<file path="src/rtl/fence_ctrl_pkg.sv">
// -----------------------------------------------------------------------------
// fence_ctrl_pkg
// Shared definitions for the FENCE / FENCE.I sequencer in the issue stage.
//   fc_state_e : sequencer state encodings
//   FC_CNT_W   : width of the drain-idle counter (holds up to 15)
// -----------------------------------------------------------------------------
package fence_ctrl_pkg;

    localparam int FC_CNT_W = 4;

    typedef enum logic [2:0] {
        FC_IDLE  = 3'd0,
        FC_DRAIN = 3'd1,
        FC_DMFL  = 3'd2,
        FC_IMINV = 3'd3,
        FC_REDIR = 3'd4,
        FC_DONE  = 3'd5
    } fc_state_e;

endpackage

</file>
<file path="src/rtl/fence_ctrl.sv">
// -----------------------------------------------------------------------------
// fence_ctrl
// Sequencer for FENCE and FENCE.I held in the issue stage. Every fence waits
// for the integer and load/store pipes to stay idle for DRAIN_HOLD consecutive
// cycles. FENCE.I then writes back the D-cache, invalidates the I-cache and
// redirects fetch to pc+4. The issue stage retires the fence on req_done.
//
// Ports
//   clk, rst                 clock, synchronous active-high reset
//   pipe_flush               pipeline abort
//   req_valid/_fencei/_pc    fence request from issue (level, held to done)
//   req_done                 one-cycle completion pulse
//   ip_busy, lsp_busy        pipe occupancy
//   dm_flush_req/_resp       D-cache writeback-all handshake (level / pulse)
//   im_invalidate_req/_resp  I-cache invalidate-all handshake (level / pulse)
//   ix_if_pc_override        one-cycle fetch redirect pulse
//   ix_if_new_pc             redirect target (pc+4)
//   busy                     sequencer not idle
//   fence_count              completed fences, wrapping
//
// All outputs are decoded from registers only; no input reaches an output
// combinationally.
// -----------------------------------------------------------------------------
module fence_ctrl
    import fence_ctrl_pkg::*;
#(
    parameter int DRAIN_HOLD = 1,   // 1..15
    parameter int XLEN       = 64
) (
    input  logic            clk,
    input  logic            rst,
    input  logic            pipe_flush,
    input  logic            req_valid,
    input  logic            req_fencei,
    input  logic [XLEN-1:0] req_pc,
    output logic            req_done,
    input  logic            ip_busy,
    input  logic            lsp_busy,
    output logic            dm_flush_req,
    input  logic            dm_flush_resp,
    output logic            im_invalidate_req,
    input  logic            im_invalidate_resp,
    output logic            ix_if_pc_override,
    output logic [XLEN-1:0] ix_if_new_pc,
    output logic            busy,
    output logic [31:0]     fence_count
);

    localparam logic [FC_CNT_W-1:0] HOLD_CNT = FC_CNT_W'(DRAIN_HOLD);

    fc_state_e             state_q, state_d;
    logic [FC_CNT_W-1:0]   cnt_q, cnt_d;
    logic                  fencei_q, fencei_d;
    logic                  aborted_q, aborted_d;
    logic [XLEN-1:0]       npc_q, npc_d;
    logic [31:0]           count_q, count_d;

    always_ff @(posedge clk) begin
        if (rst) begin
            state_q   <= FC_IDLE;
            cnt_q     <= '0;
            fencei_q  <= 1'b0;
            aborted_q <= 1'b0;
            npc_q     <= '0;
            count_q   <= '0;
        end else begin
            state_q   <= state_d;
            cnt_q     <= cnt_d;
            fencei_q  <= fencei_d;
            aborted_q <= aborted_d;
            npc_q     <= npc_d;
            count_q   <= count_d;
        end
    end

    always_comb begin
        state_d   = state_q;
        cnt_d     = cnt_q;
        fencei_d  = fencei_q;
        aborted_d = aborted_q;
        npc_d     = npc_q;
        count_d   = count_q;

        case (state_q)
            FC_IDLE: begin
                // An abort in the same cycle wins over a new request.
                if (req_valid && !pipe_flush) begin
                    fencei_d  = req_fencei;
                    npc_d     = req_pc + XLEN'(4);  // wraps modulo 2^XLEN
                    cnt_d     = '0;
                    aborted_d = 1'b0;
                    state_d   = FC_DRAIN;
                end
            end

            FC_DRAIN: begin
                if (pipe_flush) begin
                    state_d = FC_IDLE;
                end else begin
                    if (ip_busy || lsp_busy) begin
                        cnt_d = '0;
                    end else if (cnt_q != HOLD_CNT) begin
                        cnt_d = cnt_q + 1'b1;
                    end
                    // Looking at the updated count lets the last idle cycle
                    // leave DRAIN, so the minimum stay is DRAIN_HOLD cycles.
                    if (cnt_d == HOLD_CNT) begin
                        state_d = fencei_q ? FC_DMFL : FC_DONE;
                    end
                end
            end

            FC_DMFL: begin
                // A cache handshake in flight is never abandoned; the abort
                // only decides where we go once it finishes.
                if (pipe_flush) begin
                    aborted_d = 1'b1;
                end
                if (dm_flush_resp) begin
                    state_d = (aborted_q || pipe_flush) ? FC_IDLE : FC_IMINV;
                end
            end

            FC_IMINV: begin
                if (pipe_flush) begin
                    aborted_d = 1'b1;
                end
                if (im_invalidate_resp) begin
                    state_d = (aborted_q || pipe_flush) ? FC_IDLE : FC_REDIR;
                end
            end

            FC_REDIR, FC_DONE: begin
                count_d = count_q + 32'd1;
                state_d = FC_IDLE;
            end

            default: begin
                state_d = FC_IDLE;
            end
        endcase
    end

    assign req_done          = (state_q == FC_REDIR) || (state_q == FC_DONE);
    assign ix_if_pc_override = (state_q == FC_REDIR);
    assign ix_if_new_pc      = npc_q;
    assign dm_flush_req      = (state_q == FC_DMFL);
    assign im_invalidate_req = (state_q == FC_IMINV);
    assign busy              = (state_q != FC_IDLE);
    assign fence_count       = count_q;

endmodule

</file>
<file path="config.mk">
export PLATFORM = sky130hd
export DESIGN_NAME = fence_ctrl
export DESIGN_NICKNAME = d
export VERILOG_FILES = /design/src/rtl/fence_ctrl_pkg.sv /design/src/rtl/fence_ctrl.sv
export SDC_FILE = /design/constraint.sdc
export NUM_CORES = 1
export LEC_CHECK = 0
export CORE_MARGIN = 4
export CORE_UTILIZATION = 35
export CTS_BUF_LIST = sky130_fd_sc_hd__clkbuf_4 sky130_fd_sc_hd__clkbuf_8
export DETAILED_ROUTE_END_ITERATION = 12
export PLACE_DENSITY = 0.68
export SETUP_SLACK_MARGIN = 0.3
export SLEW_MARGIN = 20
export SYNTH_ARGS = -nofsm -noshare
export SYNTH_HDL_FRONTEND = slang
export SYNTH_SLANG_ARGS = --single-unit
</file>
<file path="constraint.sdc">
create_clock -name clk -period 4.4 [get_ports clk]
set_input_delay 0.44 -clock clk [delete_from_list [all_inputs] [get_ports clk]]
set_output_delay 0.44 -clock clk [all_outputs]
set_load 0.01 [all_outputs]
</file>
==> impl_metrics.yaml, run 1 <==
finish:
  multi_input_area_um2: 3380
  diodes: 0
  area_growth_syn_to_layout_pct: 37.0
  ff_latch_area_um2: 2100
  drive_above_1_share_pct: 5.57
  postLayoutCoreUtil_pct: 49.0
  final_cell_mix: "172 x clkdlybuf4s50_1, 106 x nor2_1, 105 x dfxtp_1"
  final_common_cell: "clkdlybuf4s50_1"
  nNetsFinal: 934
  instances_no_fill: 1078
  fill_cells: 1581
floorplanning:
  die_h_um: 136
  rows: 46
  die_area_um2: 18400
  start_util_pct: 35.8
  io_pins: 174
  core_area_um2: 15900
  die_x_um: 136
power:
  seqPwrFrac_pct: 50.4
  p_switching_w: 0.000573
  pwr-share-clk_pct: 31.4
  ir_drop_mv: 0.168
  leakage_nw: 2.46
  p_int_w: 0.00146
  powerDensity_nw_per_um2: 260
  combPwrFrac_pct: 18.3
  p_sw_share_pct: 28.3
  total_power_w: 0.00203
sta:
  setup_slack_ns: 1.56
  rsz0062_at_grt: "no"
  period_minus_slack_ns: 2.84
  hold_viol: 0
  fmax_mhz: 352
  worst_clock_skew_ns: 0.0162
  setup_viol: 0
  fin_crit_sh_pct: 64.6
  tightest_slew_ns: 1.05
  slew_violations: 0
  slew_headroom_pct: 29.0
  setup_tns_ns: 0
clocking:
  cts_tree: "built"
  clk_path_buf_depth: 2
  post-cts-setup-buffers: 0
  clock_insertion_delay_worst_skew_ns: 0.39
  cts.repair.resized: 0
  cts_buffers: 9
  cts.sinks: 105
  cts_root_buf: "clkbuf_8"
  cts-htree-levels: 3
  holdBufCountCts: 0
  clk_pin_slew_worst_paths_ns: 0.10
worst_setup_path:
  reg2reg_to: "fence_count[31]"
  end_kind: "flip-flop"
  cp_max_fo: 27
  crit_arrival_ns: 3.14
  critPathKind: "input pin to flip-flop"
  rr_worst_depth: 5
  critPathRequiredTime_ns: 4.70
  worstReg2RegStart: "state_q[1]"
  critPathCapture: "ix_if_new_pc[63]"
  rrSetupSlack_ns: 1.92
  startpoint_type: "input pin"
  crit_path_start: "req_pc[10]"
global_routing:
  gr-total-overflow: 0
  grt_pass1_wl_mm: 27.0
  grt_pass1_vias: 5326
  grt_usage_pct: 18.1
  grt_max_degree: 75
  antenna_found_initial: 1
route:
  first_pass_iters: 5
  drtAntennaViolNets: 0
  initialDrtViolationCount: 287
  wl_mm: 16.9
  avgViaCountPerCell: 5.38
  dr_total_vias: 5795
  wl_per_cell_um: 15.6
  drc: 0
placed_design:
  portBuffers: 173
  dp.cells: 1062
  dp_hpwl_mm: 12.6
  gp_congestion: 0.883
  dp_slack_ns: 1.19
synth:
  synthArstFlopShare_pct: 0
  synthFlopType: "dfxtp_1"
  yosysWarnings: 0
  synth-edff-count: 0
  synth-seq-cells: 105
  syn_area_per_cell_um2: 8.09
  syn_area_um2: 5700
  postSynthNetCount: 782
  synth.distinct_cells: 56
  synth_cells: 705
  seq_area_frac_synth_pct: 36.9
run_status:
  status: "complete, no violations"
flow_run:
  cap_violations: 0
min_path:
  hold_path.class: "flip-flop to flip-flop"
-- layer usage --
metal  wire (um)  track usage [%]
met2        7730             29.1
met5          13                0
met1        7520             23.3
met4         376             6.61
met3        1230             4.98
-- worst min-delay path by stage --
stage,from,to,slack [ns],depth (start not counted)
CTS,ix_if_new_pc[0],ix_if_new_pc[0],0.47,2
detailed placement,ix_if_new_pc[1],ix_if_new_pc[1],0.45,2
finish,ix_if_new_pc[1],ix_if_new_pc[1],0.46,2
global placement,ix_if_new_pc[3],ix_if_new_pc[3],0.44,2
floorplan,fencei_q,fencei_q,0.47,2
global route,ix_if_new_pc[1],ix_if_new_pc[1],0.50,2
-- flip-flops by register name, summed over array words and instances (netlist names) --
| register | count |
|---|---|
| fence_count | 32 |
| state_q | 3 |
| aborted_q | 1 |
| ix_if_new_pc | 64 |
| cnt_q | 4 |
| fencei_q | 1 |
-- final cells by class --
type	count	area share, %
Sequential cell	105	26.9
Inverter	17	0.816
Multi-Input combinational cell	542	43.3
Timing Repair Buffer	182	23.0
Clock buffer	9	1.58
Tap cell	216	3.46
Clock inverter	7	0.992
-- power groups by stage --
stage,Sequential [W],Clock (W),Combinational (W)
finish,0.00102,0.000636,0.000371
global route,0.00103,0.000694,0.000405
CTS,0.00102,0.000660,0.000374
detailed placement,0.00104,0,0.000373
global placement,0.00104,0,0.000371
floorplan,0.00106,0,0.000140
-- per-stage QoR --
stage,hold WS [ns],cell area [um2]
floorplan,0.470,5700
detailed placement,0.452,7620
finish,0.465,7820
global route,0.496,7820
CTS,0.469,7820
global placement,0.442,7620
-- cells in the mapped netlist, types with 4 or more instances --
cell type / n / area [um2]
inv_1: 17 / 63.8
or4_1: 11 / 82.6
and4_1: 10 / 87.6
nor2_1: 107 / 402
a311oi_1: 24 / 210
buf_2: 6 / 30.0
nor3_1: 13 / 65.1
nor3b_1: 9 / 67.6
nand2_1: 44 / 165
xor2_1: 20 / 175
dfxtp_1: 105 / 2100
nand4_1: 27 / 169
nor4_1: 23 / 144
buf_1: 4 / 15.0
and3_1: 17 / 106
ha_1: 4 / 50.1
or3_1: 21 / 131
o21ai_0: 18 / 90.1
o22ai_1: 4 / 25.0
clkbuf_1: 30 / 113
nor2b_1: 4 / 25.0
a21oi_1: 20 / 100
o31ai_1: 10 / 75.1
nand3_1: 32 / 160
a211oi_1: 37 / 278
and2_1: 9 / 56.3
xnor2_1: 35 / 307
-- critical path: stages --
cell,delay [ns]
clkdlybuf4s50_1,0.55
and4_1,0.39
and3_1,0.48
nand4_4,0.40
or4_1,0.60
a311oi_1,0.26
-- kinds of logic after synthesis --
kind of cell,after synthesis,share of synthesized area [%]
and+or+nand+nor,351,33.2
xor gates and xnor gates,55,8.44
DFF,105,36.9
muxes,4,0.724
adders and majority gates,4,0.877
buffers and inverters,58,3.97
AOI/OAI and AO/OA,128,15.9
Note: power is estimated with default switching activity, not from simulation.
==> inputs of run 2 (changes only) <==
clock period = 2.9 ns   (was 4.4 ns; I/O delays follow)
==> run 2 against run 1 <==
Compared with the run above:
- count of clock-buffer cells in the layout did not move
- critical endpoint unchanged
- via count increased by 0.52%
- worst hold slack lost 0.019 ns
- sequential share of layout area fell by 0.52 points
- flip-flop and latch count is the same
- clock skew decreased by 0.0055 ns
- clock power up 42%
==> impl_metrics.yaml, run 2 (synthesis gave the netlist of run 1 again) <==
run_status:
  status: "complete, no violations"
finish:
  diodes: 0
  nNetsFinal: 950
  fill_cells: 1560
  final_cell_mix: "172 x clkdlybuf4s50_1, 106 x nor2_1, 105 x dfxtp_1"
  final_common_cell: "clkdlybuf4s50_1"
  area_growth_syn_to_layout_pct: 39.7
  largest_register_ffs: 64
  drive_above_1_share_pct: 7.29
flow_run:
  cap_violations: 0
global_routing:
  antenna_found_initial: 0
  grt_usage_pct: 18.5
  grt_pass1_vias: 5525
  grt_pass1_wl_mm: 27.5
  gr-total-overflow: 0
  grt_max_degree: 82
sta:
  tightest_slew_ns: 0.886
  fin_crit_sh_pct: 80.1
  period_minus_slack_ns: 2.32
  worst_clock_skew_ns: 0.0107
  hold_ws_ns: 0.446
  slew_headroom_pct: 41.0
  rsz0062_at_grt: "no"
  hold_viol: 0
  slew_violations: 0
  setup_tns_ns: 0
  fmax_mhz: 431
  setup_viol: 0
placed_design:
  gp_congestion: 0.861
  dp_hpwl_mm: 13.0
  portBuffers: 173
floorplanning:
  core_area_um2: 15900
  die_area_um2: 18400
  die_x_um: 136
  die_h_um: 136
  start_util_pct: 35.8
  rows: 46
  io_pins: 174
worst_setup_path:
  rr_worst_depth: 6
  rrSetupSlack_ns: 0.65
  path_delay_family: "simple AND/OR/NAND/NOR gates"
  reg2reg_to: "fence_count[31]"
  crit_path_start: "req_pc[20]"
  cp_max_fo: 27
  path_cells: "clkdlybuf4s50_1, nand4_1, nor2_1, nand4_4, or4_1, a311oi_1"
  worstReg2RegStart: "state_q[1]"
  end_kind: "flip-flop"
  critPathMaxStageDelay_ns: 0.60
  critPathKind: "input pin to flip-flop"
  path_buf_inv: 1
  critPathRequiredTime_ns: 3.20
  startpoint_type: "input pin"
  critPathSlowestCell: "or4_1"
  crit_arrival_ns: 2.62
route:
  wl_per_cell_um: 15.7
  avgViaCountPerCell: 5.32
  dr_total_vias: 5825
  first_pass_iters: 4
  drc: 0
  drtAntennaViolNets: 0
  initialDrtViolationCount: 338
  wl_mm: 17.2
power:
  pwr-share-clk_pct: 29.7
  seqPwrFrac_pct: 51.1
  p_sw_share_pct: 29.3
  ir_drop_mv: 0.200
  p_switching_w: 0.000887
  p_int_w: 0.00214
  combPwrFrac_pct: 19.1
  leakage_nw: 2.55
  powerDensity_nw_per_um2: 380
clocking:
  cts.sinks: 105
  clk_pin_slew_worst_paths_ns: 0.11
  cts_tree: "built"
  cts-htree-levels: 3
  holdBufCountCts: 0
  cts_buffers: 9
  clk_path_buf_depth: 2
  post-cts-setup-buffers: 0
  cts.repair.resized: 0
  clock_insertion_delay_worst_skew_ns: 0.39
  cts_root_buf: "clkbuf_8"
min_path:
  whs_path_depth: 3
  min_to: "ix_if_new_pc[1]"
  min-delay-start: "req_pc[1]"
  hold_path.class: "input pin to flip-flop"
## run 2: per-stage QoR
stage	total power [W]	utilization [%]	setup WS, ns	instances	instance area (um2)
6_report	0.00303	50.0	0.577	1094	7970
5_1_grt	0.00319	50.0	0.386	1094	7970
4_1_cts	0.00308	50.0	0.591	1094	7970
3_5_place_dp	0.00216	48.8	0.170	1078	7790
3_3_place_gp	0.00216	48.8	0.216	1078	7790
2_1_floorplan	0.00182	-	0.829	705	5700
## run 2: worst register-to-register path, delay by kind of cell (launching register included)
| family | cells | cell delay, ns |
|---|---|---|
| AND/OR/NAND/NOR | 4 | 1.38 |
| flip-flops | 1 | 0.47 |
| buffers and inverters | 1 | 0.19 |
| AO/OA/AOI/OAI | 1 | 0.13 |
## run 2: worst max path at each step
stage                                   to  slack [ns]  cells after the start
after floorplan           ix_if_new_pc[48]        0.83                      6
final                     ix_if_new_pc[63]        0.58                      6
after detailed placement  ix_if_new_pc[63]        0.17                      6
after CTS                         req_done        0.59                      3
after global placement    ix_if_new_pc[48]        0.22                      7
after global routing      ix_if_new_pc[63]        0.39                      6
## run 2: area by class of cell
cell class                      count  area (um2)  area share [%]
Timing Repair Buffer              198        1970            24.7
Inverter                           17        63.8           0.801
Sequential cell                   105        2100            26.4
Multi-Input combinational cell    542        3380            42.4
Clock inverter                      7        61.3           0.769
Clock buffer                        9         124            1.55
Tap cell                          216         270            3.39
## run 2: layer usage
layer | track usage (%) | vias to the layer above | share of wire, %
li1 | - | 2944 | -
met1 | 22.8 | 2666 | 44
met2 | 30.2 | 187 | 46
met3 | 5.42 | 28 | 7.4
met4 | 7.39 | 0 | 2.8
met5 | 0 | - | 0
## run 2: power groups by stage
stage,Combinational [W],Sequential (W),Clock [W]
final,0.000580,0.00155,0.000901
after global routing,0.000629,0.00156,0.00101
after CTS,0.000585,0.00155,0.000944
after detailed placement,0.000582,0.00158,0
after global placement,0.000580,0.00158,0
after floorplan,0.000213,0.00161,0
==> inputs of run 3 (changes only) <==
clock period = 2.2 ns   (was 2.9 ns; I/O delays follow)
==> run 3 against run 2 <==
Compared with the run above:
- non-clock buffer count rose by 108
- critical path depth rose by 1
- sequential power rose by 32%
- count of clock-buffer cells in the layout did not move
- worst setup slack got worse by 0.35 ns
- utilization rose by 8.1 points
- worst hold slack got worse by 0.22 ns
- cell area rose by 16%
- combinational power rose by 55%
- via count rose by 8.8%
- critical path type unchanged
- critical endpoint is now ix_if_new_pc[47]
- largest power group unchanged
==> impl_metrics.yaml, run 3 (synthesis gave the netlist of run 1 again) <==
route:
  avgViaCountPerCell: 5.27
  dr_total_vias: 6337
  first_pass_iters: 4
  drc: 0
  drtAntennaViolNets: 0
  initialDrtViolationCount: 343
  wl_mm: 19.4
  wl_per_cell_um: 16.1
sta:
  setup_tns_ns: 0
  tightest_slew_ns: 0.654
  slew_violations: 0
  slew_headroom_pct: 56.4
  hold_ws_ns: 0.230
  hold_viol: 0
  setup_viol: 0
  fmax_mhz: 507
  rsz0062_at_grt: "yes"
  fin_crit_sh_pct: 89.6
  worst_clock_skew_ns: 0.0200
  setup_slack_ns: 0.228
  period_minus_slack_ns: 1.97
worst_setup_path:
  rr_worst_depth: 7
  critPathKind: "input pin to flip-flop"
  end_kind: "flip-flop"
  crit_arrival_ns: 2.25
  cp_max_fo: 7
  startpoint_type: "input pin"
  critPathRequiredTime_ns: 2.48
  reg2reg_to: "ix_if_new_pc[47]"
  rrSetupSlack_ns: 0.26
  worstReg2RegStart: "state_q[1]"
finish:
  diodes: 0
  final_common_cell: "clkdlybuf4s50_1"
  fill_cells: 1431
  drive_above_1_share_pct: 23.2
  largest_register_ffs: 64
  area_growth_syn_to_layout_pct: 62.3
  nNetsFinal: 1058
  final_cell_mix: "130 x clkdlybuf4s50_1, 121 x buf_4, 104 x nor2_1"
placed_design:
  dp_hpwl_mm: 13.7
  portBuffers: 173
  dp_slack_ns: -0.366
  gp_congestion: 0.898
min_path:
  whs_path_depth: 2
  min-delay-start: "req_pc[2]"
  min_to: "ix_if_new_pc[2]"
  hold_path.class: "input pin to flip-flop"
clocking:
  cts-htree-levels: 3
  clk_pin_slew_worst_paths_ns: 0.12
  cts_buffers: 9
  cts_tree: "built"
  holdBufCountCts: 0
  cts_root_buf: "clkbuf_8"
  cts.sinks: 105
  clock_insertion_delay_worst_skew_ns: 0.39
  clk_path_buf_depth: 2
global_routing:
  grt_max_degree: 59
  grt_pass1_wl_mm: 30.2
  grt_usage_pct: 20.2
  gr-total-overflow: 0
  antenna_found_initial: 1
  grt_pass1_vias: 6011
flow_run:
  cap_violations: 0
floorplanning:
  die_area_um2: 18400
  rows: 46
  start_util_pct: 35.8
  die_h_um: 136
  io_pins: 174
  core_area_um2: 15900
  die_x_um: 136
power:
  powerDensity_nw_per_um2: 459
  leakage_nw: 3.52
  ir_drop_mv: 0.255
run_status:
  status: "complete, no violations"
## run 3: cell types whose count changed in the layout (fill, tap and decap cells not counted), sizes merged
| cell | delta |
|---|---|
| dlygate4sd2 | +16 |
| clkinv | +1 |
| inv | -1 |
| clkdlybuf4s50 | -42 |
| clkinvlp | -1 |
| clkbuf | +1 |
| bufbuf | +2 |
| buf | +105 |
| bufinv | +1 |
| dlymetal6s2s | +26 |
## run 3: area by class of cell
cell class | count | area, um2 | share of cell area, %
Clock buffer | 9 | 124 | 1.34
Clock inverter | 7 | 86.3 | 0.933
Inverter | 17 | 63.8 | 0.689
Multi-Input combinational cell | 542 | 3600 | 38.9
Sequential cell | 105 | 2140 | 23.1
Tap cell | 216 | 270 | 2.92
Timing Repair Buffer | 306 | 2970 | 32.1
## run 3: power by group
part | switching, W | internal [W]
clock network | 0.000761 | 0.000551
registers | 0.0000561 | 0.00198
logic | 0.000409 | 0.000489
total | 0.00123 | 0.00302
## run 3: per-layer routing
metal  vias up  routed length, um  GRT usage [%]
met1      2959               8400           26.2
met3        25               1430           5.42
met5         -                  7              0
li1       3157                  -              -
met4         2                360           6.55
met2       194               9180           32.8
## run 3: worst max path at each step
| stage | startpoint | to | slack [ns] | depth (start not counted) |
|---|---|---|---|---|
| after detailed placement | req_pc[2] | ix_if_new_pc[48] | -0.37 | 7 |
| after global placement | req_pc[2] | ix_if_new_pc[48] | -0.31 | 7 |
| after CTS | req_pc[8] | ix_if_new_pc[48] | 0.16 | 6 |
| final | req_pc[14] | ix_if_new_pc[47] | 0.23 | 7 |
| after global routing | req_pc[14] | ix_if_new_pc[47] | 0.14 | 7 |
| after floorplan | req_pc[2] | ix_if_new_pc[48] | 0.21 | 6 |
## run 3: worst max-delay path, stage by stage
cell,delay (ns)
clkdlybuf4s50_1,0.49
and3_4,0.20
and3_4,0.20
nand4_4,0.14
buf_12,0.18
or4_1,0.49
a311oi_1,0.32
## run 3: timing repair
action,in CTS,in global routing
endpoints found under the setup margin,26,55
gates resized for setup,40,68
pin swaps,15,30
buffers inserted,6,12
cloned,3,1
## run 3: metrics by stage
stage	total power (W)	cell area [um2]	util (%)	cells
after floorplan	0.00240	5730	-	705
after global placement	0.00294	8480	53.2	1164
after detailed placement	0.00295	8480	53.2	1164
after CTS	0.00427	8890	55.8	1189
after global routing	0.00444	9260	58.1	1202
final	0.00425	9260	58.1	1202
